$ cat config.mk
export PLATFORM = sky130hd
export DESIGN_NAME = alu_share_arbiter
export DESIGN_NICKNAME = d
export VERILOG_FILES = /design/src/rtl/alu_share_arbiter.sv
export SDC_FILE = /design/constraint.sdc
export NUM_CORES = 1
export LEC_CHECK = 0
export CORE_MARGIN = 2
export CORE_UTILIZATION = 38
export CTS_CLUSTER_SIZE = 14
export DETAILED_ROUTE_END_ITERATION = 8
export GPL_TIMING_DRIVEN = 0
export PLACE_DENSITY = 0.81
export SETUP_SLACK_MARGIN = 0.2
export SLEW_MARGIN = 10
export SYNTH_ARGS = -nofsm -noshare
export SYNTH_HDL_FRONTEND = slang
export SYNTH_SLANG_ARGS = --single-unit
export TNS_END_PERCENT = 30
$ cat constraint.sdc
create_clock -name clk -period 1.75 [get_ports clk]
set_input_delay 0.4375 -clock clk [delete_from_list [all_inputs] [get_ports clk]]
set_output_delay 0.4375 -clock clk [all_outputs]
set_load 0.005 [all_outputs]
$ cat src/rtl/alu_share_arbiter.sv
// Round-robin arbiter that shares one combinational ALU between two requesters.
// Registers the chosen operands, captures the ALU result, and holds the response until accepted.
module alu_share_arbiter #(
  parameter int unsigned DATA_WIDTH = 16,
  parameter logic [3:0]  MAX_OP     = 4'b0101
) (
  input  logic                  clk,
  input  logic                  reset,

  input  logic                  req0_valid,
  output logic                  req0_ready,
  input  logic [DATA_WIDTH-1:0] req0_a,
  input  logic [DATA_WIDTH-1:0] req0_b,
  input  logic [3:0]            req0_op,

  input  logic                  req1_valid,
  output logic                  req1_ready,
  input  logic [DATA_WIDTH-1:0] req1_a,
  input  logic [DATA_WIDTH-1:0] req1_b,
  input  logic [3:0]            req1_op,

  output logic                  resp_valid,
  input  logic                  resp_ready,
  output logic                  resp_id,
  output logic [DATA_WIDTH-1:0] resp_result,
  output logic                  resp_zero,
  output logic                  resp_illegal,

  output logic [DATA_WIDTH-1:0] alu_a,
  output logic [DATA_WIDTH-1:0] alu_b,
  output logic [3:0]            alu_control,
  input  logic [DATA_WIDTH-1:0] alu_result,
  input  logic                  alu_zero
);

  typedef enum logic [1:0] {StIdle, StExec, StHold} stateT;

  stateT                 stateQ;
  logic                  lastGrantQ;
  logic                  idQ;
  logic                  illegalQ;
  logic [DATA_WIDTH-1:0] aluAQ;
  logic [DATA_WIDTH-1:0] aluBQ;
  logic [3:0]            aluControlQ;
  logic                  respValidQ;
  logic                  respIdQ;
  logic [DATA_WIDTH-1:0] respResultQ;
  logic                  respZeroQ;
  logic                  respIllegalQ;

  logic                  anyValid;
  logic                  grantId;
  logic                  acceptIdle;
  logic [DATA_WIDTH-1:0] selA;
  logic [DATA_WIDTH-1:0] selB;
  logic [3:0]            selOp;

  // On a tie the requester that did not win last time is granted.
  always_comb begin
    anyValid = req0_valid | req1_valid;
    if (req0_valid && req1_valid) begin
      grantId = ~lastGrantQ;
    end else begin
      grantId = req1_valid;
    end
    selA  = grantId ? req1_a  : req0_a;
    selB  = grantId ? req1_b  : req0_b;
    selOp = grantId ? req1_op : req0_op;
    // Reset wins over a grant, so never signal acceptance while it is asserted.
    acceptIdle = (stateQ == StIdle) && !reset;
  end

  assign req0_ready = acceptIdle && req0_valid && !grantId;
  assign req1_ready = acceptIdle && req1_valid &&  grantId;

  always_ff @(posedge clk) begin
    if (reset) begin
      stateQ       <= StIdle;
      lastGrantQ   <= 1'b1;
      idQ          <= 1'b0;
      illegalQ     <= 1'b0;
      aluAQ        <= '0;
      aluBQ        <= '0;
      aluControlQ  <= 4'b0000;
      respValidQ   <= 1'b0;
      respIdQ      <= 1'b0;
      respResultQ  <= '0;
      respZeroQ    <= 1'b0;
      respIllegalQ <= 1'b0;
    end else begin
      case (stateQ)
        StIdle: begin
          if (anyValid) begin
            aluAQ      <= selA;
            aluBQ      <= selB;
            idQ        <= grantId;
            lastGrantQ <= grantId;
            // Out-of-range codes run as the no-op and are flagged in the response.
            if (selOp > MAX_OP) begin
              aluControlQ <= 4'b0000;
              illegalQ    <= 1'b1;
            end else begin
              aluControlQ <= selOp;
              illegalQ    <= 1'b0;
            end
            stateQ <= StExec;
          end
        end
        StExec: begin
          respResultQ  <= alu_result;
          respZeroQ    <= alu_zero;
          respIdQ      <= idQ;
          respIllegalQ <= illegalQ;
          respValidQ   <= 1'b1;
          aluControlQ  <= 4'b0000;
          stateQ       <= StHold;
        end
        StHold: begin
          if (resp_ready) begin
            respValidQ <= 1'b0;
            stateQ     <= StIdle;
          end
        end
        default: stateQ <= StIdle;
      endcase
    end
  end

  assign alu_a        = aluAQ;
  assign alu_b        = aluBQ;
  assign alu_control  = aluControlQ;
  assign resp_valid   = respValidQ;
  assign resp_id      = respIdQ;
  assign resp_result  = respResultQ;
  assign resp_zero    = respZeroQ;
  assign resp_illegal = respIllegalQ;

  // A pending response must not change until the consumer takes it.
  assert property (@(posedge clk) disable iff (reset)
    (respValidQ && !resp_ready) |=> (respValidQ && $stable(respResultQ) && $stable(respIdQ)
                                     && $stable(respZeroQ) && $stable(respIllegalQ)));

  assert property (@(posedge clk) !(req0_ready && req1_ready));

endmodule

# Word level (Yosys, flattened, before mapping)
# Cells that the tools add are included.
dict set report totals {
  inputBits 94
  regBits 61
  elab_cells 47
  out_inout_bits 58
}
dict set report classes {
  muxes 13
  order_cmp 1
  bitwise 2
  reduce_logical 15
  eq_ne 4
}
# cell count
set ops {}
lappend ops {{$mux W16} 2}
lappend ops {{$mux W4} 3}
lappend ops {{$pmux W4 S2} 1}
lappend ops {{$reduce_and A2 Y1} 4}
lappend ops {{$logic_and A1 B1 Y1} 6}
lappend ops {{$pmux W2 S3} 1}
lappend ops {{$gt A4 B3 Y1 const B} 1}
lappend ops {{$mux W2} 2}
lappend ops {{$ne A2 B2 Y1 const B} 2}
lappend ops {{$reduce_bool A2 Y1} 2}
lappend ops {{$mux W1} 3}
lappend ops {{$eq A2 B1 Y1 const B} 1}
lappend ops {{$eq A2 B2 Y1 const B} 1}
lappend ops {{$logic_not A1 Y1} 2}
lappend ops {{$logic_not A2 Y1} 1}
lappend ops {{$pmux W1 S2} 1}
lappend ops {{$not A1 Y1} 1}
lappend ops {{$or A1 B1 Y1} 1}

# Longest topological paths before layout
dict set report depth {
  depth_word 7
  ltp_mapped 5
  depth_no_buf 3
}

# Worst setup path before layout
# Ideal clock, no wire load.
dict set report synth_path {
  kind {input -> output}
  startpoint {input req1_valid}
  endpoint {output req0_ready}
  path_slack_ps 242
  n_path_buf 2
  t_required_ps 1312
  cell_stages 4
  arrival_ps 1071
  path_cell_list {a21boi_2 buf_6 buf_6 nor3_1}
}
dict set report synth_between {
  elab_chain_len 4
}
# element line
set synth_lines {}
lappend synth_lines {{from (decl)} 16} ;# input logic req1_valid,
lappend synth_lines {{$logic_and A1 B1 Y1} 61} ;# if (req0_valid && req1_valid) begin
lappend synth_lines {{$mux W1 *} 61}
lappend synth_lines {{$logic_not A1 Y1 *} 73} ;# assign req0_ready = acceptIdle && req0_valid && !grantId;
lappend synth_lines {{$logic_and A1 B1 Y1 *} 73}
lappend synth_lines {{to (decl)} 11} ;# output logic req0_ready,
# Every way passes the cells marked *; elsewhere a longest branch is shown, timed or not.

# Final worst setup path
dict set report layout_path {
  startpoint {register aluAQ[9], in the netlist alu_a[9]}
  endpoint {output alu_a[9]}
}
# element line
set layout_rtl {}
lappend layout_rtl {{from (decl)} 42} ;# logic [DATA_WIDTH-1:0] aluAQ;
lappend layout_rtl {{from (signal assigned)} 94} ;# aluAQ <= selA;
lappend layout_rtl {{to (decl)} 29} ;# output logic [DATA_WIDTH-1:0] alu_a,
# No word-level cell between the ends.

==> flow_summary.yaml <==
clock_network:
  cts_max_path_buffers: 2
  clk_pin_slew_ns: 0.06
  cts_hold_buf: 0
  cts_sinks: 61
  clock-root-buffer: "clkbuf_8"
  numCtsBuffers: 9
  clock_latency_ns: 0.32
  htreeDepth: 3
  cts_tree: "yes"
timing:
  fmax_ghz: 0.615
  setup_viol: 0
  finalClockSkew_ns: 0.00665
  hold_viol_final: 0
  relSlewSlack_pct: 66.2
  fin_crit_ns: 1.63
  tightest_slew_ns: 0.505
  setup_tns_ns: 0
  rsz0062_at_grt: "true"
  finalMaxSlewViolations: 0
  fin_crit_sh_pct: 92.9
logic_synthesis:
  synth_seq_area_share_pct: 47.0
  netlist-cell-type-count: 26
  synth_cells: 284
  syn_area_per_cell_um2: 9.15
  yosys_warnings: 0
  netlist_area_mm2: 0.00260
  syn_nets: 378
  synth.ff_latch_count: 61
route:
  drt-initial-drc-count: 92
  wl_per_cell_um: 14.7
  viasPerCell: 5.16
  vias: 2780
  drc: 0
  drtPass1Iterations: 4
  wirelength_um: 7900
  drtAntennaViolNets: 0
job:
  drv_cap: 0
global_routing:
  grt-ovfl-total: 0
  grt_util_met2_pct: 35.8
  grt_pass1_vias: 2793
  grtUsageMet1_pct: 24.1
  grt_pass1_wl_um: 12500
  antenna_found_initial: 0
  gr-usage-met3_pct: 6.57
  grt_max_degree: 11
  grt_util_all_layers_pct: 21.1
  busiest_layer: "met2"
worst_setup_path:
  path_class: "flip-flop to output port"
  path_cells: "clkdlybuf4s50_1"
  cp_slowest_cell: "clkdlybuf4s50_1"
  worstPathRequired_ns: 1.31
  worstSetupStartpoint: "alu_a[9]$_SDFFE_PP0P_"
  slowest_delay_ns: 0.51
  crit_family: "buffers and inverters"
  crit_buf_inv: 1
  r2r-start: "stateQ[0]$_SDFFE_PP0P_"
  end_kind: "output port"
  crit_fanout: 2
  cp.arrival_ns: 1.19
  cp-start-kind: "flip-flop"
placed_design:
  dp_hpwl_um: 5870
  io_buffer_count: 151
  postPlaceCellArea_mm2: 0.00421
  routabilityCongestion: 0.772
floorplan:
  start_util_pct: 38.7
  die_area_mm2: 0.00752
  fp-row-count: 30
  dieWidth_um: 86.7
  coreArea_mm2: 0.00672
  io-pin-count: 152
  die_h_um: 86.7
finish:
  fin_nets: 550
  seq_area_mm2: 0.00123
  antenna_cells: 0
  multi_input_area_mm2: 0.00127
  drive_gt1_share_pct: 12.2
  fill_cells: 559
  stdcell_area_mm2: 0.00453
  area_growth_pct: 74.3
status:
  status: "completed"
power_and_ir_drop:
  irDropWorstVdd_uv: 350
  p_leak_uw: 0.00203
  power_density_mw_per_mm2: 794
hold_path:
  hold_start: "resp_id$_SDFFE_PP0P_"
  hp-class: "flip-flop to flip-flop"
kinds of logic (layout without fill, tap and decap cells):
group / count (synthesis) / in the layout / share of synthesized area [%]
compound gates: 100 / 100 / 24.0
flops: 61 / 61 / 47.0
simple gates: 59 / 59 / 9.63
mux: 36 / 36 / 13.9
buf+inv: 28 / 203 / 5.54
per-stage QoR:
step	std cells	power, uW	hold slack, ns	utilization (%)	worst slack, ns
detailed placement	515	2610	0.447	62.7	-0.896
finish	539	3600	0.451	67.4	0.125
global route	539	3810	0.473	67.4	0.0779
floorplan	284	2040	0.432	-	0.242
CTS	538	3640	0.455	66.3	0.0974
global placement	515	2590	0.441	62.7	-0.852
synth_stat cells (all sizes together):
master    n  area (um2)
a211oi   32         240
a21boi    1        11.3
a21o      1        7.51
a21oi    55         275
a2bb2oi   1        8.76
buf      12        83.8
clkbuf   13        48.8
dfxtp    61        1220
inv       3        11.3
mux2i    36         360
nand2    43         161
nand2b    1        6.26
nor2      5        18.8
nor2b     3        18.8
nor3      3        15.0
nor4b     1        8.76
o2111ai   3        26.3
o211ai    1        7.51
o21ai     2        10.0
o311a     1        10.0
o41ai     3        26.3
or2       2        12.5
or3b      1        8.76
flip-flops by register name, indices dropped and copies added, names as in the netlist:
signal / count
alu_control: 4
stateQ: 2
resp_id: 1
resp_valid: 1
resp_zero: 1
idQ: 1
alu_b: 16
illegalQ: 1
resp_illegal: 1
resp_result: 16
alu_a: 16
lastGrantQ: 1
timing repair:
item	CTS	global route
hold endpoints to repair	0	0
cloned	0	0
buffers inserted	9	1
pin swaps	5	1
endpoints found under the setup margin	113	89
gates resized for setup	35	31
report_power, final:
group	switching, uW	internal (uW)
Combinational	419	591
Clock	491	491
Sequential	76.4	1530
Total	986	2610
cell type report:
class / count / share of cell area (%)
Timing Repair Buffer: 161 / 35.9
Multi-Input combinational cell: 195 / 28.0
Sequential cell: 61 / 27.3
Buffer: 25 / 3.15
Clock buffer: 11 / 2.90
Tap cell: 80 / 2.21
Clock inverter: 3 / 0.331
Inverter: 3 / 0.249
placed cells by master, fill, tap and decap left out, drive strengths merged, types with 2 or more instances in the layout:
master         instances
clkinv                 3
nor2                   5
clkdlybuf4s50        122
o2111ai                3
clkbuf                24
dlygate4sd2            2
nand2                 43
buf                   26
dfxtp                 61
inv                    3
dlymetal6s2s          23
o41ai                  3
mux2i                 36
nor2b                  3
a211oi                32
o21ai                  2
nor3                   3
a21oi                 55
or2                    2
path summary, 6_finish.rpt:
| kind | depth (start not counted) | endpoint | slack (ns) |
|---|---|---|---|
| worst max-delay path | 1 | alu_a[9] | 0.12 |
| worst min-delay path | 2 | resp_id$_SDFFE_PP0P_ | 0.45 |
| worst max register to register | 5 | alu_a[7]$_SDFFE_PP0P_ | 0.25 |
| worst min register to register | 2 | resp_id$_SDFFE_PP0P_ | 0.45 |
per-layer routing:
| metal | routed length (um) | part of all wire (%) |
|---|---|---|
| met1 | 3100 | 39 |
| met2 | 3930 | 50 |
| met3 | 640 | 8.1 |
| met4 | 229 | 2.9 |
| met5 | 0 | 0 |
No activity file was read; power rests on OpenSTA's default activity.
